File: config.mk
export PLATFORM = sky130hd
export DESIGN_NAME = aud_mixer
export DESIGN_NICKNAME = d
export VERILOG_FILES = /design/src/rtl/aud_mixer_pkg.sv /design/src/rtl/aud_add_stage.sv /design/src/rtl/aud_mixer.sv
export SDC_FILE = /design/constraint.sdc
export NUM_CORES = 1
export LEC_CHECK = 0
export ABC_AREA = 1
export CAP_MARGIN = 20
export CORE_ASPECT_RATIO = 2
export CORE_MARGIN = 8
export CORE_UTILIZATION = 46
export CTS_BUF_LIST = sky130_fd_sc_hd__clkbuf_4
export DETAILED_ROUTE_END_ITERATION = 7
export DONT_BUFFER_PORTS = 1
export PLACE_DENSITY_LB_ADDON = 0.3
export SLEW_MARGIN = 20
export SYNTH_ARGS = -nofsm -noshare
export SYNTH_HDL_FRONTEND = slang
export SYNTH_SLANG_ARGS = --single-unit
export TNS_END_PERCENT = 10
File: constraint.sdc
create_clock -name clk -period 2.2 [get_ports clk]
set_clock_uncertainty 0.2 [all_clocks]
set_input_delay 0.44 -clock clk [delete_from_list [all_inputs] [get_ports clk]]
set_output_delay 0.44 -clock clk [all_outputs]
set_load 0.01 [all_outputs]
File: src/rtl/aud_mixer_pkg.sv
// Shared constants and helpers for the audio mixer.
package aud_mixer_pkg;

    localparam int AUD_W_DEF = 4;
    localparam int OUT_W_DEF = 6;
    localparam int GAIN_W    = 2;
    localparam int SCALE_XW  = 3;

    function automatic int clog2(input int n);
        int r;
        r = 0;
        for (int i = 0; i < 32; i++) begin
            if ((1 << r) < n) r++;
        end
        return r;
    endfunction

endpackage

File: src/rtl/aud_add_stage.sv
// One registered pairwise-add level of the mixer adder tree.
module aud_add_stage
    import aud_mixer_pkg::*;
#(
    parameter int N_IN = 4,
    parameter int IN_W = 4
) (
    input  logic                           clk,
    input  logic                           reset,
    input  logic                           valid_i,
    input  logic [N_IN*IN_W-1:0]           data_i,
    output logic                           valid_o,
    output logic [(N_IN/2)*(IN_W+1)-1:0]   data_o
);

    localparam int N_OUT = N_IN / 2;
    localparam int SW    = IN_W + 1;

    logic [N_OUT*SW-1:0] sum_d;
    logic [N_OUT*SW-1:0] sum_q;
    logic                vld_q;

    always_comb begin
        sum_d = '0;
        for (int k = 0; k < N_OUT; k++) begin
            sum_d[k*SW +: SW] = SW'(data_i[(2*k)*IN_W +: IN_W])
                              + SW'(data_i[(2*k+1)*IN_W +: IN_W]);
        end
    end

    always_ff @(posedge clk) begin
        if (reset) begin
            sum_q <= '0;
            vld_q <= 1'b0;
        end else begin
            sum_q <= sum_d;
            vld_q <= valid_i;
        end
    end

    assign data_o  = sum_q;
    assign valid_o = vld_q;

endmodule

File: src/rtl/aud_mixer.sv
// Pipelined N-channel audio mixer: capture, adder tree, gain/saturate,
// peak hold and sticky clip.
module aud_mixer
    import aud_mixer_pkg::*;
#(
    parameter int NUM_CH = 4,
    parameter int AUD_W  = AUD_W_DEF,
    parameter int OUT_W  = OUT_W_DEF
) (
    input  logic                    clk,
    input  logic                    reset,
    input  logic                    enn,
    input  logic [NUM_CH*AUD_W-1:0] audIn,
    input  logic [NUM_CH-1:0]       chMute,
    input  logic [GAIN_W-1:0]       gainShift,
    input  logic                    peakClr,
    output logic [OUT_W-1:0]        audOut,
    output logic                    audValid,
    output logic [OUT_W-1:0]        peakOut,
    output logic                    clipSticky
);

    localparam int LEVELS = clog2(NUM_CH);
    localparam int PAD    = 1 << LEVELS;
    localparam int SUM_W  = AUD_W + LEVELS;
    localparam int SC_W   = SUM_W + SCALE_XW;
    localparam int EXT_W  = (SC_W > OUT_W) ? SC_W : OUT_W;

    // Bit offset of each tree level inside the flat level bus.
    function automatic int lvl_off(input int l);
        int o;
        o = 0;
        for (int j = 0; j < l; j++) o += (PAD >> j) * (AUD_W + j);
        return o;
    endfunction

    localparam int TOT_W = lvl_off(LEVELS + 1);

    logic [PAD*AUD_W-1:0] cap_d, cap_q;
    logic                 cap_vld_q;

    always_comb begin
        cap_d = '0;
        for (int k = 0; k < NUM_CH; k++) begin
            cap_d[k*AUD_W +: AUD_W] =
                chMute[k] ? '0 : audIn[k*AUD_W +: AUD_W];
        end
    end

    always_ff @(posedge clk) begin
        if (reset) begin
            cap_q     <= '0;
            cap_vld_q <= 1'b0;
        end else begin
            cap_vld_q <= enn;
            if (enn) cap_q <= cap_d;
        end
    end

    wire [TOT_W-1:0] tree_bus;
    wire [LEVELS:0]  tree_vld;

    assign tree_bus[PAD*AUD_W-1:0] = cap_q;
    assign tree_vld[0]             = cap_vld_q;

    for (genvar l = 0; l < LEVELS; l++) begin : g_tree
        localparam int NI = PAD >> l;
        localparam int IW = AUD_W + l;
        aud_add_stage #(
            .N_IN (NI),
            .IN_W (IW)
        ) u_add (
            .clk     (clk),
            .reset   (reset),
            .valid_i (tree_vld[l]),
            .data_i  (tree_bus[lvl_off(l) +: NI*IW]),
            .valid_o (tree_vld[l+1]),
            .data_o  (tree_bus[lvl_off(l+1) +: (NI/2)*(IW+1)])
        );
    end

    logic [SUM_W-1:0] sum;
    assign sum = tree_bus[lvl_off(LEVELS) +: SUM_W];

    logic [SC_W-1:0] sc_d, sc_q;
    logic            sc_vld_q;

    assign sc_d = SC_W'(sum) << gainShift;

    always_ff @(posedge clk) begin
        if (reset) begin
            sc_q     <= '0;
            sc_vld_q <= 1'b0;
        end else begin
            sc_q     <= sc_d;
            sc_vld_q <= tree_vld[LEVELS];
        end
    end

    logic [EXT_W-1:0] ext;
    logic             sat;
    logic             clip_ev;
    logic [OUT_W-1:0] new_out;

    assign ext     = EXT_W'(sc_q);
    assign sat     = ext > EXT_W'({OUT_W{1'b1}});
    assign clip_ev = sc_vld_q & sat;
    assign new_out = sat ? {OUT_W{1'b1}} : ext[OUT_W-1:0];

    logic [OUT_W-1:0] out_d, out_q;
    logic [OUT_W-1:0] peak_d, peak_q;
    logic             vld_q;
    logic             clip_d, clip_q;

    always_comb begin
        out_d  = out_q;
        peak_d = peak_q;
        if (sc_vld_q) begin
            out_d = new_out;
            if (peakClr || (new_out > peak_q)) peak_d = new_out;
        end else if (peakClr) begin
            peak_d = '0;
        end
        // A clip in the same clk as peakClr still sets the flag.
        clip_d = clip_ev | (clip_q & ~peakClr);
    end

    always_ff @(posedge clk) begin
        if (reset) begin
            out_q  <= '0;
            vld_q  <= 1'b0;
            peak_q <= '0;
            clip_q <= 1'b0;
        end else begin
            out_q  <= out_d;
            vld_q  <= sc_vld_q;
            peak_q <= peak_d;
            clip_q <= clip_d;
        end
    end

    assign audOut     = out_q;
    assign audValid   = vld_q;
    assign peakOut    = peak_q;
    assign clipSticky = clip_q;

endmodule
==> results.sh, run 1 <==
export IMPL_wl_um=6080
export IMPL_io_buffers=0
export IMPL_crit_slowest_cell="dfxtp_2"
export IMPL_hpwl_um=4060
export IMPL_synthToLayoutAreaGrowth_pct=24.4
export IMPL_syn_avg_cell_area_um2=8.19
export IMPL_slowest_delay_ps=350
export IMPL_grt_use_met3=0.0428
export IMPL_first_pass_iters=4
export IMPL_p_leak_uw=0.00140
export IMPL_cts_sinks=59
export IMPL_dpl_cell_count=366
export IMPL_p_sw_frac=0.247
export IMPL_antenna_left=0
export IMPL_cts_root_buf="clkbuf_4"
export IMPL_synth_seq_cells=59
export IMPL_place_area_um2=2610
export IMPL_gr_max_usage_layer="met2"
export IMPL_grt_pass1_vias=2160
export IMPL_setup_viol=0
export IMPL_clkTransAtPathRegs_ps=100
export IMPL_postLayoutCellArea_um2=3230
export IMPL_min_to="ext[0]$_SDFF_PP0_"
export IMPL_num_vias=2205
export IMPL_core_um2=5420
export IMPL_finalCriticalPeriod_ps=2100
export IMPL_syn_nets=365
export IMPL_io_pins=40
export IMPL_ff2ff_path_depth=11
export IMPL_ir_drop_mv=0.610
export IMPL_place_congestion=0.801
export IMPL_instances_no_fill=419
export IMPL_use_met2=0.275
export IMPL_max_freq_ghz=0.476
export IMPL_grt_first_pass_wirelength_um=9400
export IMPL_synth_distinct_cells=24
export IMPL_grt_ovfl_total=0
export IMPL_power_density_nw_per_um2=689
export IMPL_synthArstFlopShare=0
export IMPL_syn_area_um2=2590
export IMPL_multiInputGateArea_um2=1260
export IMPL_fill_cells=481
export IMPL_ys_flop_type="dfxtp_1"
export IMPL_viasPerCell=5.26
export IMPL_die_w_um=69.1
export IMPL_slew_limit_headroom=0.648
export IMPL_grtUsageMet1=0.111
export IMPL_seqCellArea_um2=1180
export IMPL_drt_iter0_drc=53
export IMPL_rrSetupSlack_ps=100
export IMPL_numCtsBuffers=9
export IMPL_timing_rr_end="peakOut[0]$_SDFFE_PP0P_"
export IMPL_comb_power_share=0.105
export IMPL_critPathMaxFanout=8
export IMPL_crit_path_start="ext[7]$_SDFF_PP0_"
export IMPL_synth_edf_count=0
export IMPL_cp_cell_sequence="nor2_4 -> nand2_4 -> or2_4 -> ha_4 -> nand2_2 -> nor2_4 -> nand2_1 -> nand3_2 -> nand2_4 -> a21oi_1 -> nor2_1"
export IMPL_dieArea_um2=8450
export IMPL_yosys_warnings=0
export IMPL_worstPathArrival_ps=2210
export IMPL_grt_util_all_layers=0.139
export IMPL_synth_top_cell_by_area="dfxtp_1"
export IMPL_end_kind="flip-flop"
export IMPL_wl_per_cell_um=14.5
export IMPL_clkLatencyLatePin_ps=410
export IMPL_path_class="reg2reg"
export IMPL_hold_start="gainShift[0]"
export IMPL_critical_path_required_ps=2310
export IMPL_post_route_period_util=0.954
export IMPL_min_path_type="in2reg"
export IMPL_drv_slew=0
export IMPL_worstMarginPinSlew_ps=528
export IMPL_yosysMostFrequentCell="dfxtp_1"
export IMPL_clkPwrFrac=0.389
export IMPL_hold_violations=0
export IMPL_hold_ws_ps=22.6
export IMPL_rows=38
export IMPL_fp_dieH_um=122
export IMPL_maxCapViolCount=0
export IMPL_layout_drive_gt1_share=0.120
export IMPL_pwr_share_seq=0.505
export IMPL_initial_core_util=0.479
export IMPL_antenna_diode_count=0
export IMPL_synth_top_cell_area_share=0.455
export IMPL_syn_inst=317
export IMPL_grt_antenna_before_repair=0
export IMPL_clk_path_buf_depth=2
export IMPL_fin_nets=402
export IMPL_drc=0
export IMPL_htreeDepth=3
export IMPL_min_path_cells=3
export IMPL_ys_top_cells_by_area="dfxtp_1 46%, ha_1 9.2%, a21oi_1 7.9%, nand2_1 7.2%, inv_1 6.7%"
export IMPL_seq_area_frac_synth=0.455
export IMPL_intPower_uw=1670
export IMPL_cts_tree="done"
export IMPL_switching_power_uw=549
export IMPL_grt_max_degree=37
export IMPL_ys_top_cells_by_count="59 x dfxtp_1, 50 x nand2_1, 46 x inv_1"
export IMPL_worst_setup_path_start_kind="flip-flop"
export IMPL_status="finished, final reports clean"
export IMPL_reg2reg_from="ext[7]$_SDFF_PP0_"
## stage by stage
stage          setup WS [ps]  total power, µW   util  setup TNS, ps
2_1_floorplan            216             1280      -              0
3_3_place_gp            85.4             1290  0.481              0
3_5_place_dp            16.3             1300  0.481              0
4_1_cts                 6.53             2210  0.574              0
5_1_grt                -11.5             2310  0.596          -26.3
6_report                 101             2220  0.596              0
## layout by cell type, fill, tap and decap left out, types with 6 or more instances in the layout
master / n
nor2_1: 26
clkbuf_4: 10
nand3_2: 6
inv_1: 46
nand3_1: 18
nand2_1: 47
a21oi_1: 40
ha_1: 16
o21ai_0: 13
dfxtp_1: 58
dlygate4sd3_1: 33
## state kept, by name, summed over array words and instances (netlist names)
register              flops
audOut                    6
audValid                  1
cap_q                    16
cap_vld_q                 1
clipSticky                1
ext                       9
g_tree.u_add.data_o      16
g_tree.u_add.valid_o      2
peakOut                   6
sc_vld_q                  1
## cells by family (layout without fill, tap and decap cells)
group,after synthesis,in the layout,share of synthesized area
AOI/OAI and AO/OA,62,62,0.127
buffers and inverters,60,101,0.0974
adders and majority gates,22,22,0.115
muxes,5,5,0.0193
DFF,59,59,0.455
and+or+nand+nor,109,110,0.187
## power groups by stage
stage          sequential, µW  combinational (µW)  clock (µW)
4_1_cts                  1120                 204         881
2_1_floorplan            1140                 141           0
6_report                 1120                 234         866
3_5_place_dp             1150                 149           0
3_3_place_gp             1150                 143           0
5_1_grt                  1130                 262         919
## how the worst max path moves through the flow
stage | end | slack, ps
after floorplan | peakOut[0]$_SDFFE_PP0P_ | 220
after global placement | peakOut[1]$_SDFFE_PP0P_ | 90
after detailed placement | peakOut[4]$_SDFFE_PP0P_ | 20
after CTS | peakOut[4]$_SDFFE_PP0P_ | 7
after global routing | peakOut[5]$_SDFFE_PP0P_ | -10
final | peakOut[0]$_SDFFE_PP0P_ | 100
## per-layer routing
metal  share of wire  up-vias
met5               0        -
met4           0.031        0
met3           0.047       15
met2            0.58       51
met1            0.34     1041
li1                -     1098
## area by class of cell
type / instances / area share
inverter: 48 / 0.0558
sequential: 59 / 0.366
tap: 60 / 0.0232
clock inverter: 6 / 0.0248
clock buffer: 10 / 0.0232
multi-input combinational: 199 / 0.391
timing repair buffer: 37 / 0.115
## what timing repair did
action | 4_1_cts | 5_1_grt
setup endpoints to repair | 0 | 6
endpoints found under the hold margin | 38 | 0
buffers inserted | 0 | 2
resized for setup | 0 | 19
hold buffers | 34 | 0
## critical path, delay by kind of cell (launching register included)
kind | cells | cell delay [ps]
AND/OR/NAND/NOR | 9 | 1020
flip-flops | 1 | 350
adder cells (fa/ha/maj) | 1 | 270
AO/OA/AOI/OAI | 1 | 150
No activity file was read; power rests on OpenSTA's default activity.
==> run 2, diff against run 1 <==
- CORE_UTILIZATION: 46 -> 35
==> results.sh, run 2 (synthesized netlist as in run 1, its figures left out) <==
export IMPL_gr_max_usage_layer="met2"
export IMPL_place_congestion=0.761
export IMPL_grt_max_degree=37
export IMPL_initial_core_util=0.360
export IMPL_worstMarginPinSlew_ps=484
export IMPL_final_cell_mix="59 x dfxtp_1, 48 x nand2_1, 46 x inv_1"
export IMPL_cts_sinks=59
export IMPL_finalCriticalPeriod_ps=2090
export IMPL_instances_no_fill=450
export IMPL_clkLatencyLatePin_ps=400
export IMPL_post_route_period_util=0.949
export IMPL_first_pass_iters=4
export IMPL_critical_path_required_ps=2300
export IMPL_slew_limit_headroom=0.677
export IMPL_grt_util_all_layers=0.120
export IMPL_cts_tree="done"
export IMPL_clkTransAtPathRegs_ps=100
export IMPL_clk_path_buf_depth=2
export IMPL_dieArea_um2=10600
export IMPL_use_met2=0.248
export IMPL_grt_first_pass_wirelength_um=9890
export IMPL_grt_pass1_vias=2211
export IMPL_finalCoreUtilization=0.443
export IMPL_io_buffers=0
export IMPL_numCtsBuffers=9
export IMPL_min_path_type="in2reg"
export IMPL_worst_setup_path_start_kind="flip-flop"
export IMPL_final_common_cell="dfxtp_1"
export IMPL_slowest_delay_ps=310
export IMPL_die_w_um=76.9
export IMPL_p_leak_uw=0.00137
export IMPL_dpl_cell_count=398
export IMPL_num_vias=2169
export IMPL_cp_cell_sequence="nor2_1 -> nand2_2 -> or2_1 -> ha_1 -> nand2_2 -> inv_1 -> nand2_1 -> nand3_2 -> nand2_4 -> nand3_1 -> nand2_1 -> nor2_1"
export IMPL_antenna_diode_count=0
export IMPL_drv_slew=0
export IMPL_wl_um=5980
export IMPL_fp_dieH_um=138
export IMPL_cts_root_buf="clkbuf_4"
export IMPL_crit_slowest_cell="dfxtp_1"
export IMPL_path_class="reg2reg"
export IMPL_core_um2=7210
export IMPL_antenna_left=0
export IMPL_fill_cells=713
export IMPL_max_freq_ghz=0.479
export IMPL_grt_antenna_before_repair=0
export IMPL_grt_use_met3=0.0458
export IMPL_setup_viol=0
export IMPL_hpwl_um=4050
export IMPL_drc=0
export IMPL_layout_drive_gt1_share=0.0978
export IMPL_viasPerCell=4.82
export IMPL_status="finished, final reports clean"
export IMPL_wl_per_cell_um=13.3
export IMPL_grtUsageMet1=0.0932
export IMPL_hold_ws_ps=59.2
export IMPL_hold_violations=0
export IMPL_htreeDepth=3
export IMPL_maxCapViolCount=0
export IMPL_synthToLayoutAreaGrowth_pct=23.2
export IMPL_critPathMaxFanout=8
export IMPL_power_density_nw_per_um2=648
export IMPL_ir_drop_mv=0.391
export IMPL_end_kind="flip-flop"
export IMPL_io_pins=40
export IMPL_rows=44
export IMPL_drt_iter0_drc=89
export IMPL_worstPathArrival_ps=2190
export IMPL_fin_nets=401
export IMPL_grt_ovfl_total=0
==> run 2: changes by cell type in the layout (fill, tap and decap cells not counted), sizes merged <==
| cell | delta |
|---|---|
| bufinv | -1 |
| buf | -1 |
| clkbuf | -1 |
| clkinv | +2 |
==> run 2: layer usage <==
| metal | wire length (µm) | up-vias | part of all wire |
|---|---|---|---|
| met2 | 3460 | 46 | 0.58 |
| li1 | - | 1100 | - |
| met1 | 2100 | 1012 | 0.35 |
| met3 | 311 | 11 | 0.052 |
| met4 | 114 | 0 | 0.019 |
| met5 | 0 | - | 0 |
==> run 2: repair_timing <==
item                                    4_1_cts  5_1_grt
pin swaps                                     0        3
cloned                                        0        1
hold endpoints to repair                     39        0
endpoints found under the setup margin        2        6
resized for setup                             1       10
buffers inserted                              0        1
hold buffers                                 34        0
==> run 2: worst paths after layout <==
| path | slack (ps) | startpoint | to | cells after the start |
|---|---|---|---|---|
| setup / recovery | 110 | ext[8]$_SDFF_PP0_ | peakOut[5]$_SDFFE_PP0P_ | 12 |
| setup reg to reg | 110 | ext[8]$_SDFF_PP0_ | peakOut[5]$_SDFFE_PP0P_ | 12 |
| hold / removal | 60 | gainShift[0] | ext[0]$_SDFF_PP0_ | 3 |
| hold reg to reg | 200 | g_tree[1].u_add.valid_o$_SDFF_PP0_ | sc_vld_q$_SDFF_PP0_ | 2 |
==> run 2: final cells by class <==
| class | instances | area [µm²] | area share |
|---|---|---|---|
| clock buffer | 9 | 67.6 | 0.0211 |
| clock inverter | 7 | 58.8 | 0.0184 |
| inverter | 48 | 180 | 0.0564 |
| multi-input combinational | 199 | 1230 | 0.384 |
| sequential | 59 | 1180 | 0.369 |
| tap | 92 | 115 | 0.0360 |
| timing repair buffer | 36 | 365 | 0.114 |
==> run 2: per-stage QoR <==
step	area (µm²)	worst slack (ps)	power [µW]	setup TNS [ps]
global route	3200	-44.1	2190	-98.9
floorplan	2590	216	1280	0
CTS	3130	68.8	2080	0
detailed placement	2650	14.5	1300	0
finish	3200	112	2070	0
global placement	2650	81.9	1290	0
==> run 2: critical path, delay by kind of cell, from the launching register on <==
family                     cells  cell delay, ps
buffers and inverters          1              50
DFF                            1             310
adders and majority gates      1             290
and+or+nand+nor               10            1140
==> run 2: where the power goes <==
part           internal (µW)  switching (µW)
clock network            331             391
registers               1100            21.0
logic                    103             124
